===== src/rtl/imm_ext_if.sv =====
// Handshake bundle for the immediate-extension stage.
//   in_valid/in_ready/in_imm/in_mode/in_tag : upstream offer of a raw immediate
//   out_valid/out_ready/out_data/out_tag    : downstream extended result
// master = upstream/downstream environment, slave = the extension stage.
interface imm_ext_if #(
   parameter int unsigned IN_W  = 16,
   parameter int unsigned OUT_W = 32,
   parameter int unsigned TAG_W = 5
);
   logic             in_valid;
   logic             in_ready;
   logic [IN_W-1:0]  in_imm;
   logic [1:0]       in_mode;
   logic [TAG_W-1:0] in_tag;
   logic             out_valid;
   logic             out_ready;
   logic [OUT_W-1:0] out_data;
   logic [TAG_W-1:0] out_tag;

   modport master (
      output in_valid, in_imm, in_mode, in_tag, out_ready,
      input  in_ready, out_valid, out_data, out_tag
   );

   modport slave (
      input  in_valid, in_imm, in_mode, in_tag, out_ready,
      output in_ready, out_valid, out_data, out_tag
   );
endinterface


===== src/rtl/imm_ext_pipe.sv =====
// Pipelined immediate extension with a 2-entry skid buffer.
// Extends an IN_W-bit immediate to OUT_W bits (sign / zero / upper / branch-scaled)
// at the input and stores it, with its tag, in a main/skid register pair.
// Ports:
//   clk   : rising-edge clock
//   rst   : synchronous active-high reset (highest priority)
//   flush : discards all buffered entries and any input offered this cycle
//   bus   : imm_ext_if.slave handshake bundle (in_* upstream, out_* downstream)
module imm_ext_pipe #(
   parameter int unsigned IN_W    = 16,
   parameter int unsigned OUT_W   = 32,
   parameter int unsigned SHIFT_B = 2,
   parameter int unsigned TAG_W   = 5
) (
   input  logic      clk,
   input  logic      rst,
   input  logic      flush,
   imm_ext_if.slave  bus
);

   localparam int unsigned UPPER_SH = OUT_W - IN_W;

   // Buffer occupancy encoded as {main_v, skid_v}; (0,1) is never entered
   localparam logic [1:0] ST_EMPTY = 2'b00;
   localparam logic [1:0] ST_ONE   = 2'b10;
   localparam logic [1:0] ST_FULL  = 2'b11;

   localparam logic [1:0] MODE_SIGN   = 2'b00;
   localparam logic [1:0] MODE_ZERO   = 2'b01;
   localparam logic [1:0] MODE_UPPER  = 2'b10;
   localparam logic [1:0] MODE_BRANCH = 2'b11;

   logic [1:0]       state_q;
   logic [1:0]       state_nxt;
   logic             in_ready_q;
   logic [OUT_W-1:0] main_data_q;
   logic [TAG_W-1:0] main_tag_q;
   logic [OUT_W-1:0] skid_data_q;
   logic [TAG_W-1:0] skid_tag_q;

   logic [OUT_W-1:0] sext_c;
   logic [OUT_W-1:0] ext_c;
   logic             accept_c;
   logic             pop_c;
   logic             load_main_in_c;
   logic             load_main_skid_c;
   logic             load_skid_c;

   // Extension of the incoming immediate
   always_comb begin
      sext_c = OUT_W'($signed(bus.in_imm));
      ext_c  = sext_c;
      case (bus.in_mode)
         MODE_SIGN:   ext_c = sext_c;
         MODE_ZERO:   ext_c = OUT_W'(bus.in_imm);
         MODE_UPPER:  ext_c = OUT_W'(bus.in_imm) << UPPER_SH;
         MODE_BRANCH: ext_c = sext_c << SHIFT_B;
         default:     ext_c = sext_c;
      endcase
   end

   // An input offered during flush is dropped even when in_ready is high
   assign accept_c = bus.in_valid && in_ready_q && !flush;
   assign pop_c    = state_q[1] && bus.out_ready;

   // Occupancy state register
   always_ff @(posedge clk) begin
      if (rst) begin
         state_q    <= ST_EMPTY;
         in_ready_q <= 1'b1;
      end else begin
         state_q    <= state_nxt;
         in_ready_q <= ~state_nxt[0];
      end
   end

   // Next occupancy and data-path load controls
   always_comb begin
      state_nxt        = state_q;
      load_main_in_c   = 1'b0;
      load_main_skid_c = 1'b0;
      load_skid_c      = 1'b0;
      case (state_q)
         ST_EMPTY: begin
            if (accept_c) begin
               load_main_in_c = 1'b1;
               state_nxt      = ST_ONE;
            end
         end
         ST_ONE: begin
            if (pop_c && accept_c) begin
               load_main_in_c = 1'b1;
            end else if (pop_c) begin
               state_nxt = ST_EMPTY;
            end else if (accept_c) begin
               load_skid_c = 1'b1;
               state_nxt   = ST_FULL;
            end
         end
         ST_FULL: begin
            // in_ready is low here, so only a pop can happen
            if (pop_c) begin
               load_main_skid_c = 1'b1;
               state_nxt        = ST_ONE;
            end
         end
         default: begin
            state_nxt = ST_EMPTY;
         end
      endcase
      if (flush) begin
         state_nxt        = ST_EMPTY;
         load_main_in_c   = 1'b0;
         load_main_skid_c = 1'b0;
         load_skid_c      = 1'b0;
      end
   end

   // Main and skid payload registers
   always_ff @(posedge clk) begin
      if (rst) begin
         main_data_q <= '0;
         main_tag_q  <= '0;
         skid_data_q <= '0;
         skid_tag_q  <= '0;
      end else begin
         if (load_main_in_c) begin
            main_data_q <= ext_c;
            main_tag_q  <= bus.in_tag;
         end else if (load_main_skid_c) begin
            main_data_q <= skid_data_q;
            main_tag_q  <= skid_tag_q;
         end
         if (load_skid_c) begin
            skid_data_q <= ext_c;
            skid_tag_q  <= bus.in_tag;
         end
      end
   end

   assign bus.in_ready  = in_ready_q;
   assign bus.out_valid = state_q[1];
   assign bus.out_data  = main_data_q;
   assign bus.out_tag   = main_tag_q;

endmodule

===== src/flat_wrapper.sv =====
// flat-port wrapper written by rule: the top's interface ports become plain ports
module imm_ext_pipe_flat 
#(
   parameter int unsigned IN_W    = 16,
   parameter int unsigned OUT_W   = 32,
   parameter int unsigned SHIFT_B = 2,
   parameter int unsigned TAG_W   = 5
)
  (clk, rst, flush, bus_in_valid, bus_in_imm, bus_in_mode, bus_in_tag, bus_out_ready, bus_in_ready, bus_out_valid, bus_out_data, bus_out_tag);
  imm_ext_if #(.IN_W(IN_W), .OUT_W(OUT_W), .TAG_W(TAG_W)) bus_i ();
  input  logic clk;
  input  logic rst;
  input  logic flush;
  input wire logic [$bits(bus_i.in_valid)-1:0] bus_in_valid;
  input wire logic [$bits(bus_i.in_imm)-1:0] bus_in_imm;
  input wire logic [$bits(bus_i.in_mode)-1:0] bus_in_mode;
  input wire logic [$bits(bus_i.in_tag)-1:0] bus_in_tag;
  input wire logic [$bits(bus_i.out_ready)-1:0] bus_out_ready;
  output wire logic [$bits(bus_i.in_ready)-1:0] bus_in_ready;
  output wire logic [$bits(bus_i.out_valid)-1:0] bus_out_valid;
  output wire logic [$bits(bus_i.out_data)-1:0] bus_out_data;
  output wire logic [$bits(bus_i.out_tag)-1:0] bus_out_tag;
  assign bus_i.in_valid = bus_in_valid;
  assign bus_i.in_imm = bus_in_imm;
  assign bus_i.in_mode = bus_in_mode;
  assign bus_i.in_tag = bus_in_tag;
  assign bus_i.out_ready = bus_out_ready;
  assign bus_in_ready = bus_i.in_ready;
  assign bus_out_valid = bus_i.out_valid;
  assign bus_out_data = bus_i.out_data;
  assign bus_out_tag = bus_i.out_tag;
  imm_ext_pipe #(.IN_W(IN_W), .OUT_W(OUT_W), .SHIFT_B(SHIFT_B), .TAG_W(TAG_W)) u_core (.clk(clk), .rst(rst), .flush(flush), .bus(bus_i));
endmodule

===== config.mk =====
export PLATFORM = sky130hd
export DESIGN_NAME = imm_ext_pipe_flat
export DESIGN_NICKNAME = d
export VERILOG_FILES = /design/src/rtl/imm_ext_if.sv /design/src/rtl/imm_ext_pipe.sv /design/src/flat_wrapper.sv
export SDC_FILE = /design/constraint.sdc
export NUM_CORES = 1
export LEC_CHECK = 0
export ABC_AREA = 1
export CAP_MARGIN = 20
export CORE_MARGIN = 2
export CORE_UTILIZATION = 45
export CTS_BUF_LIST = sky130_fd_sc_hd__clkbuf_4
export CTS_CLUSTER_SIZE = 40
export DETAILED_ROUTE_END_ITERATION = 10
export GPL_TIMING_DRIVEN = 1
export MAX_ROUTING_LAYER = met4
export PLACE_DENSITY_LB_ADDON = 0.15
export SYNTH_ARGS = -nofsm -noshare
export SYNTH_HDL_FRONTEND = slang
export SYNTH_SLANG_ARGS = --single-unit

===== constraint.sdc =====
create_clock -name clk -period 3.4 [get_ports clk]
set_clock_uncertainty 0.15 [all_clocks]
set_input_delay 0.68 -clock clk [delete_from_list [all_inputs] [get_ports clk]]
set_output_delay 0.68 -clock clk [all_outputs]
set_load 0.01 [all_outputs]

==> flow_summary.toml <==
[status]
status = "finished clean"

[min_path]
holdCritPathClass = "register to register"
holdPathStages = 2

[worst_setup_path]
required_ns = 2.57
cpPeakStageDelay_ns = 0.56
cp_cell_sequence = "clkdlybuf4s50_1"
critical_path.top_delay_family = "buffers and inverters"
crit_path_start_kind = "register"
setup.worst_path.end_class = "output port"
crit_cells = 1
crit_type = "register to output port"
critPathSlowestCell = "clkdlybuf4s50_1"
crit_buf_inv = 1
cp.arrival_ns = 1.40
reg2reg_depth = 6
cp_max_fo = 6

[synth]
syn_avg_cell_area_um2 = 6.752
synth_area_leaders = "dfxtp_1, nand2_1, nand3_1"
postSynthNetCount = 570
synth_top_family_by_area = "simple AND/OR/NAND/NOR gates"
synth_cell_type_count = 18
synth-xor-area-share_pct = 0
yosysSeqAreaShare_pct = 42.12
netlist_area_um2 = 3660
syn_inst = 542
yosys.area_share.simple_pct = 36.21
synth_adder_area_share_pct = 0
synth_compound_gate_area_share_pct = 11.76
yosysTopAreaCellShare_pct = 42.12
synth.largest_area_cell = "dfxtp_1"
yosys_warnings = 0
ys_seq_elements = 77
synthMuxAreaShare_pct = 0

[finish]
area_growth_pct = 22.60
final-seq-area_um2 = 1541
nFillCells = 758
postLayoutCellArea_um2 = 4487
multi_input_area_um2 = 1755
final_nets = 616
drive_above_1_share_pct = 6.408
antenna_cells = 0

[power_and_ir_drop]
p_int_mw = 1.418
switching_share_pct = 26.28
p_leak_nw = 1.906
ir_worst_vdd_mv = 0.1878
combPwrFrac_pct = 13.3
p_clk_share_pct = 37.7
p_sw_uw = 505.8
power.density_nw_per_um2 = 428.8
p_seq_share_pct = 48.9

[die]
num_rows = 32
core_area_um2 = 7807
start_util_pct = 46.88
die-area_um2 = 8870
dieHeight_um = 94.18
ios = 67
die_w_um = 94.18

[clock_network]
clockBufferDepth = 2
root_buffer = "clkbuf_4"
clock-sinks = 77
post_cts_buffers = 0
holdBufCountCts = 0
cts_tree = "yes"
clk_latency_ns = 0.43
h-tree-depth = 3
cts-resized-gates = 0
path_clk_slew_ns = 0.14
cts-buffers-inserted = 9

[sta]
max_freq_ghz = 0.4482
hold_ws_ns = 0.3135
final_hold_viol_count = 0
slew_headroom_pct = 52.15
fin_crit_sh_pct = 65.62
worstMarginPinSlew_ns = 0.7169
timing.final.max_slew_violations = 0
setup-violations-final = 0
fin_crit_ns = 2.231
tns_ns = 0
worst_slack_ns = 1.169
rsz0062_at_grt = "false"

[detailed_routing]
dr.pass1.iters = 5
first_iter_violations = 216
vias = 3672
ant_nets = 0
routed_via_density = 5.283
wl_per_cell_um = 14.11
drc = 0
finalWirelength_mm = 9.804

[placement]
dp_hpwl_mm = 6.314
port_buffers = 66
dpl-instance-area_um2 = 4298
gp_congestion = 0.8255
place_ws_ns = 0.7795

[global_route]
antenna_found_initial = 0
grt_pass1_wl_mm = 16.29
grt_pass1_vias = 3368
grt-ovfl-total = 0
grt_use_total_pct = 23.74
grt_max_degree = 56

[job]
maxCapViolCount = 0
## worst min-delay path: cells and delay by family, from the launching register on
kind | cells | cell delay [ns]
AO/OA/AOI/OAI | 1 | 0.05
flip-flops | 1 | 0.33
buffers and inverters | 1 | 0.06
## area by class of cell
class / count / share of cell area [%]
flip-flops and latches: 77 / 34.36
clock inverters: 7 / 2.705
inverters: 38 / 3.179
repair buffers: 76 / 16.29
well taps: 102 / 2.844
multi-input cells: 386 / 39.12
clock buffers: 9 / 1.506
## through the flow
step                util [%]  power (mW)  std cells
floorplan                  -       1.103        542
global placement       55.05       1.214        679
detailed placement     55.05       1.217        679
CTS                    57.47       1.936        695
global route           57.47       2.002        695
finish                 57.47       1.924        695
## sequential cells by signal (all words and copies together) (netlist names)
register / count
u_core.state_q: 2
u_core.skid_tag_q: 5
u_core.bus.out_data: 32
u_core.skid_data_q: 32
u_core.bus.out_tag: 5
u_core.bus.in_ready: 1
## power groups by stage
stage / combinational (mW) / clock (mW) / sequential, mW
after floorplan: 0.131 / 0 / 0.972
after global placement: 0.253 / 0 / 0.961
after detailed placement: 0.255 / 0 / 0.962
after CTS: 0.256 / 0.738 / 0.942
after global routing: 0.282 / 0.775 / 0.945
final: 0.256 / 0.726 / 0.942
## layer usage
metal / GRT usage [%] / share of wire, % / up-vias
li1: - / - / 1856
met1: 32.45 / 46 / 1666
met2: 36.07 / 46 / 139
met3: 3.050 / 5.8 / 11
met4: 8.696 / 1.4 / 0
met5: - / 0 / -
## cells in the final DEF, fill, tap and decap left out, types with 2 or more instances in the layout
| cell | instances |
|---|---|
| a21oi_1 | 59 |
| nand2_1 | 159 |
| bufinv_16 | 3 |
| inv_1 | 34 |
| dfxtp_1 | 77 |
| nand3_2 | 2 |
| nand3_1 | 116 |
| o21ai_0 | 13 |
| inv_6 | 2 |
| clkbuf_4 | 9 |
| nor2_1 | 19 |
| clkdlybuf4s50_1 | 65 |
| inv_2 | 4 |
| o21ai_1 | 11 |
| buf_4 | 10 |
| nor2_4 | 4 |
## logic make-up after synthesis
family | after synthesis
compound gates | 85
buf+inv | 79
flops | 77
simple gates | 301
## path summary, 6_finish.rpt
kind | slack [ns] | endpoint | start
worst max-delay path | 1.17 | bus_out_valid | u_core.state_q[1]$_SDFFE_PP0P_
worst min-delay path | 0.31 | u_core.skid_tag_q[2]$_SDFFE_PP0P_ | u_core.skid_tag_q[2]$_SDFFE_PP0P_
worst max register to register | 1.69 | u_core.skid_data_q[31]$_SDFFE_PP0P_ | u_core.state_q[1]$_SDFFE_PP0P_
worst min register to register | 0.31 | u_core.skid_tag_q[2]$_SDFFE_PP0P_ | u_core.skid_tag_q[2]$_SDFFE_PP0P_
## cell usage after synthesis
| cell | n |
|---|---|
| buf_4 | 6 |
| dfxtp_1 | 77 |
| clkbuf_1 | 15 |
| nand2_4 | 1 |
| nor2_4 | 4 |
| nand2_1 | 159 |
| a21o_1 | 1 |
| a21oi_1 | 59 |
| nand3_2 | 2 |
| buf_2 | 17 |
| o21ai_0 | 13 |
| o21ai_1 | 11 |
| buf_6 | 3 |
| nor2_1 | 19 |
| a211oi_1 | 1 |
| inv_1 | 34 |
| inv_2 | 4 |
| nand3_1 | 116 |
Note: power is estimated with default switching activity, not from simulation.
